--- config.mk ---
export PLATFORM = sky130hd
export DESIGN_NAME = fntt_seq_ctrl
export DESIGN_NICKNAME = d
export VERILOG_FILES = /design/src/rtl/fntt_seq_ctrl.sv
export SDC_FILE = /design/constraint.sdc
export NUM_CORES = 1
export LEC_CHECK = 0
export ABC_AREA = 1
export CAP_MARGIN = 20
export CORE_AREA = 2 2 295 151
export DETAILED_ROUTE_END_ITERATION = 12
export DIE_AREA = 0 0 297 153
export GPL_ROUTABILITY_DRIVEN = 0
export HOLD_SLACK_MARGIN = 0.05
export PLACE_DENSITY_LB_ADDON = 0.3
export SKIP_CTS_REPAIR_TIMING = 1
export SLEW_MARGIN = 20
export SYNTH_ARGS = -nofsm -noshare
export SYNTH_HDL_FRONTEND = slang
export SYNTH_SLANG_ARGS = --single-unit
--- constraint.sdc ---
create_clock -name clk -period 36.3 [get_ports clk]
set_input_delay 5.445 -clock clk [delete_from_list [all_inputs] [get_ports clk]]
set_output_delay 5.445 -clock clk [all_outputs]
set_load 0.05 [all_outputs]
--- src/rtl/fntt_seq_ctrl.sv ---
// Iterative in-place radix-2 DIT forward NTT engine with its sequencing controller.
// Coefficients stream in (natural order) and are stored bit-reversed. LOGN stages of N/2
// butterflies then run on one shared butterfly unit, one per cycle. The N results stream
// out in natural order.
//
// Ports:
//   clk, rst              clock; synchronous active-high reset
//   start                 begin a job (honoured only when idle)
//   omegas [N*W]          twiddle table, slice k = omega^k mod q (latched on start)
//   mod [W]               modulus q (latched on start)
//   in_valid/in_ready     input coefficient handshake, in_data [W]
//   out_valid/out_ready   output coefficient handshake, out_data [W]
//   busy                  high whenever the engine is not idle
//   done                  one-cycle pulse after the last output beat is accepted
module fntt_seq_ctrl #(
    parameter int unsigned N    = 8,
    parameter int unsigned LOGN = 3,
    parameter int unsigned W    = 8
) (
    input  logic           clk,
    input  logic           rst,
    input  logic           start,
    input  logic [N*W-1:0] omegas,
    input  logic [W-1:0]   mod,
    input  logic           in_valid,
    output logic           in_ready,
    input  logic [W-1:0]   in_data,
    output logic           out_valid,
    input  logic           out_ready,
    output logic [W-1:0]   out_data,
    output logic           busy,
    output logic           done
);

    typedef enum logic [1:0] {StIdle, StLoad, StCalc, StDrain} state_e;

    state_e          state_q, state_d;
    logic [W-1:0]    buf_q   [N];
    logic [W-1:0]    omega_q [N];
    logic [W-1:0]    mod_q;
    logic [LOGN-1:0] idx_q;     // load / drain beat counter
    logic [LOGN-1:0] stage_q;
    logic [LOGN-1:0] bfly_q;    // butterfly index within the current stage
    logic            busy_q;
    logic            done_q;

    function automatic logic [LOGN-1:0] bitrev(input logic [LOGN-1:0] v);
        logic [LOGN-1:0] r;
        for (int b = 0; b < LOGN; b++) r[b] = v[LOGN-1-b];
        return r;
    endfunction

    // Butterfly addressing: h = 2^s, j = b mod h, p = (b / h) * 2h + j, r = p + h.
    logic [LOGN-1:0] half, jdx, pos_p, pos_r, tw_sh, tw_idx;
    assign half   = LOGN'(1) << stage_q;
    assign jdx    = bfly_q & (half - LOGN'(1));
    assign pos_p  = ((bfly_q >> stage_q) << (stage_q + LOGN'(1))) | jdx;
    assign pos_r  = pos_p | half;  // bit s of p is always 0, so OR equals add
    assign tw_sh  = LOGN'(LOGN - 1) - stage_q;
    assign tw_idx = jdx << tw_sh;

    // Shared butterfly datapath.
    logic [2*W-1:0] prod;
    logic [W-1:0]   tw_val, bf_a, bf_b, bf_t, sum_m, diff_m;
    logic [W:0]     sum_w, diff_w;
    assign tw_val = omega_q[tw_idx];
    assign bf_a   = buf_q[pos_p];
    assign bf_b   = buf_q[pos_r];
    assign prod   = (2*W)'(tw_val) * (2*W)'(bf_b);
    assign bf_t   = W'(prod % (2*W)'(mod_q));
    assign sum_w  = {1'b0, bf_a} + {1'b0, bf_t};
    assign diff_w = {1'b0, bf_a} + {1'b0, mod_q} - {1'b0, bf_t};
    assign sum_m  = (sum_w >= {1'b0, mod_q}) ? W'(sum_w - {1'b0, mod_q}) : W'(sum_w);
    assign diff_m = (diff_w >= {1'b0, mod_q}) ? W'(diff_w - {1'b0, mod_q}) : W'(diff_w);

    logic last_beat, last_bfly;
    assign last_beat = (idx_q == LOGN'(N - 1));
    assign last_bfly = (stage_q == LOGN'(LOGN - 1)) && (bfly_q == LOGN'(N / 2 - 1));

    always_comb begin
        state_d = state_q;
        unique case (state_q)
            StIdle:  if (start) state_d = StLoad;
            StLoad:  if (in_valid && last_beat) state_d = StCalc;
            StCalc:  if (last_bfly) state_d = StDrain;
            StDrain: if (out_ready && last_beat) state_d = StIdle;
            default: state_d = StIdle;
        endcase
    end

    // Control state.
    always_ff @(posedge clk) begin
        if (rst) begin
            state_q <= StIdle;
            idx_q   <= '0;
            stage_q <= '0;
            bfly_q  <= '0;
            busy_q  <= 1'b0;
            done_q  <= 1'b0;
        end else begin
            state_q <= state_d;
            busy_q  <= (state_d != StIdle);
            done_q  <= (state_q == StDrain) && out_ready && last_beat;
            unique case (state_q)
                StIdle: begin
                    idx_q   <= '0;
                    stage_q <= '0;
                    bfly_q  <= '0;
                end
                StLoad:  if (in_valid) idx_q <= idx_q + LOGN'(1);  // wraps to 0 after N-1
                StCalc: begin
                    if (bfly_q == LOGN'(N / 2 - 1)) begin
                        bfly_q  <= '0;
                        stage_q <= stage_q + LOGN'(1);
                    end else begin
                        bfly_q <= bfly_q + LOGN'(1);
                    end
                end
                StDrain: if (out_ready) idx_q <= idx_q + LOGN'(1);
                default: ;
            endcase
        end
    end

    // Data storage; contents are don't-care after reset.
    always_ff @(posedge clk) begin
        unique case (state_q)
            StIdle: begin
                if (start) begin
                    for (int k = 0; k < N; k++) omega_q[k] <= omegas[k*W +: W];
                    mod_q <= mod;
                end
            end
            StLoad:  if (in_valid) buf_q[bitrev(idx_q)] <= in_data;
            StCalc: begin
                buf_q[pos_p] <= sum_m;
                buf_q[pos_r] <= diff_m;
            end
            default: ;
        endcase
    end

    assign in_ready  = (state_q == StLoad);
    assign out_valid = (state_q == StDrain);
    assign out_data  = out_valid ? buf_q[idx_q] : '0;
    assign busy      = busy_q;
    assign done      = done_q;

endmodule

==> results_dict.tcl <==
set metrics [dict create \
    outcome "finished, final reports clean" \
    die-height_um 153 \
    slew-limit-headroom_pct 25.8 \
    grt_pass1_wl_mm 85.1 \
    layout_min_cycle_time_ns 35.25 \
    finalHoldViolCount 0 \
    detail_route.vias_per_cell 5.47 \
    synth.ff_latch_count 152 \
    async_flop_share_pct 0 \
    fmax_ghz 0.0284 \
    cpMaxStageDelayCell "fa_1" \
    slew_viol_final 0 \
    drive_gt1_share_pct 22.2 \
    synth_fa_ha_area_share_pct 18.5 \
    clock_path_buffers 2 \
    grt-ovfl-total 0 \
    path_class "reg2reg" \
    syn-num-nets 2675 \
    hold_depth 2 \
    grt_use_total_pct 23.5 \
    seq_area_frac_synth_pct 25.3 \
    grt_pass1_vias 15654 \
    drt_wl_total_mm 57.7 \
    drt_iter0_markers 2140 \
    crit_required_ns 36.47 \
    dp.cells 3105 \
    synth_mux_area_share_pct 0.130 \
    syn_area_mm2 0.0174 \
    grt_max_degree 73 \
    final_area_mm2 0.0224 \
    ios 97 \
    placementRows 54 \
    final_cell_count_no_fill 3239 \
    worst_slack_ns 1.05 \
    dpl-instance-area_mm2 0.0198 \
    synth-xor-area-share_pct 5.04 \
    critPathLaunchType "flop" \
    synth_area_leaders "edfxtp_1, ha_1, nand2_1" \
    fin_skew_ns 0.0146 \
    dr.pass1.iters 7 \
    max_stage_delay_ns 0.58 \
    synth-edff-count 136 \
    cts_root_buf "clkbuf_16" \
    routedWlPerCell_um 17.8 \
    fin_util_pct 52.1 \
    hp-start "bfly_q[1]" \
    max_cap_viol_count 0 \
    dominantRegCellSynth "edfxtp_1" \
    drc_errors 0 \
    fin_nets 2950 \
    synth_top_family_by_area "simple AND/OR/NAND/NOR gates" \
    yosys.area_share.simple_pct 22.5 \
    hp-class "reg2reg" \
    yosys.area.top_type "edfxtp_1" \
    cts_tree "built" \
    vias 17711 \
    reg2reg_from "stage_q[0]" \
    path_clk_slew_ns 0.07 \
    synth_area_per_cell_um2 7.36 \
    die_x_um 297 \
    synth_compound_area_share_pct 19.1 \
    insertion_delay_ns 0.44 \
    die_area_mm2 0.0454 \
    ys_warn_count 0 \
    crit_fanout 8 \
    worstHoldEndpoint "bfly_q[1]" \
    layout_common_cells "nand2_1, inv_1, o21ai_0, buf_4, nor2_1" \
    crit_path_frequent_cell "a21o_1" \
    io_buffers 96 \
    worst-r2r-cell-count 249 \
    cp-end-kind "flop" \
    ys_types 62 \
    layout_commonest_cell "nand2_1" \
    fin_crit_sh_pct 97.1 \
    initial_core_util_pct 40.5 \
    area_delta_synth_final_pct 28.8 \
    rsz0062_at_grt "yes" \
    coreArea_mm2 0.0430 \
    yosys.area.top_type_share_pct 23.5 \
    antenna_found_initial 1 \
    dpl.hpwl_mm 43.0 \
    setup_viol 0 \
    h-tree-depth 4 \
    clock_sinks 152 \
    pre_cts_ws_ns -1.81 \
    ant_nets 0 \
    nFillCells 3994 \
    worstPathArrival_ns 35.41 \
    reg2reg_to "buf_q[5][0]" \
    synthCells 2362 \
    tightestPinTransition_ns 1.11 \
    cts_buffers 17 \
    r2r_slack_ns 1.05 \
]
[sequential cells by signal, summed over array words and instances (netlist names), named ones only]
signal   flops
buf_q       64
omega_q     64
mod_q        8
bfly_q       3
idx_q        3
stage_q      3
state_q      2
busy         1
done         1
[cell type report]
class / count / area [um^2] / share of cell area (%)
multi-input combinational: 1790 / 12500 / 55.9
sequential: 152 / 4410 / 19.7
timing repair buffer: 316 / 2750 / 12.3
inverter: 358 / 1390 / 6.20
tap: 588 / 736 / 3.28
clock buffer: 17 / 425 / 1.90
clock inverter: 15 / 144 / 0.642
timing repair inverter: 2 / 15.0 / 0.0670
antenna: 1 / 2.50 / 0.0112
[worst max path at each step]
stage | start | end | slack, ns | cells past startpoint
global placement | stage_q[0] | buf_q[5][4] | -0.37 | 237
global route | bfly_q[1] | buf_q[0][5] | -1.09 | 253
finish | stage_q[0] | buf_q[5][0] | 1.05 | 249
floorplan | stage_q[1] | buf_q[0][2] | 0.67 | 248
CTS | stage_q[0] | buf_q[7][4] | -1.98 | 245
detailed placement | stage_q[0] | buf_q[7][4] | -1.81 | 245
[per-layer routing]
metal | up-vias | GRT usage, % | wire length (um) | part of all wire [%]
met3 | 94 | 6.47 | 6180 | 11
met5 | - | 0 | 0 | 0
met2 | 875 | 31.5 | 22700 | 39
li1 | 8470 | - | - | -
met1 | 8272 | 36.6 | 27800 | 48
met4 | 0 | 4.95 | 1030 | 1.8
[logic make-up (layout without fill, tap and decap cells)]
group	after synthesis	after routing
AOI/OAI and AO/OA	575	575
xor gates and xnor gates	100	100
adders and majority gates	228	228
buffers and inverters	422	708
DFF	152	152
muxes	2	2
other	0	1
and+or+nand+nor	883	885
[Yosys cell counts, drive strengths merged, types with 16 or more instances]
master,instances
nand2,499
inv,355
o21ai,320
nor2,207
ha,180
edfxtp,136
a21oi,123
nand3,116
xor2,56
clkbuf,53
fa,48
xnor2,44
a21o,31
o21bai,23
o211ai,21
nand4,18
dfxtp,16
[metrics by stage]
stage               setup TNS [ns]  hold slack [ns]
floorplan                        0            0.453
global placement             -6.70            0.466
detailed placement          -98.48            0.495
CTS                        -109.04            0.504
global route                -65.19            0.529
finish                           0            0.503
[worst max-delay path, delay by kind of cell (launching register included)]
kind | cells | cell delay [ns]
buffers and inverters | 43 | 3.91
flip-flops | 1 | 0.41
AO/OA/AOI/OAI | 89 | 13.44
XOR/XNOR | 1 | 0.22
AND/OR/NAND/NOR | 89 | 8.57
adder cells (fa/ha/maj) | 26 | 7.86
multiplexers | 1 | 0.44
Power is left out: the tool's default activity adds up to more than one toggle a clock period on the data nets, which glitch-free logic cannot reach.
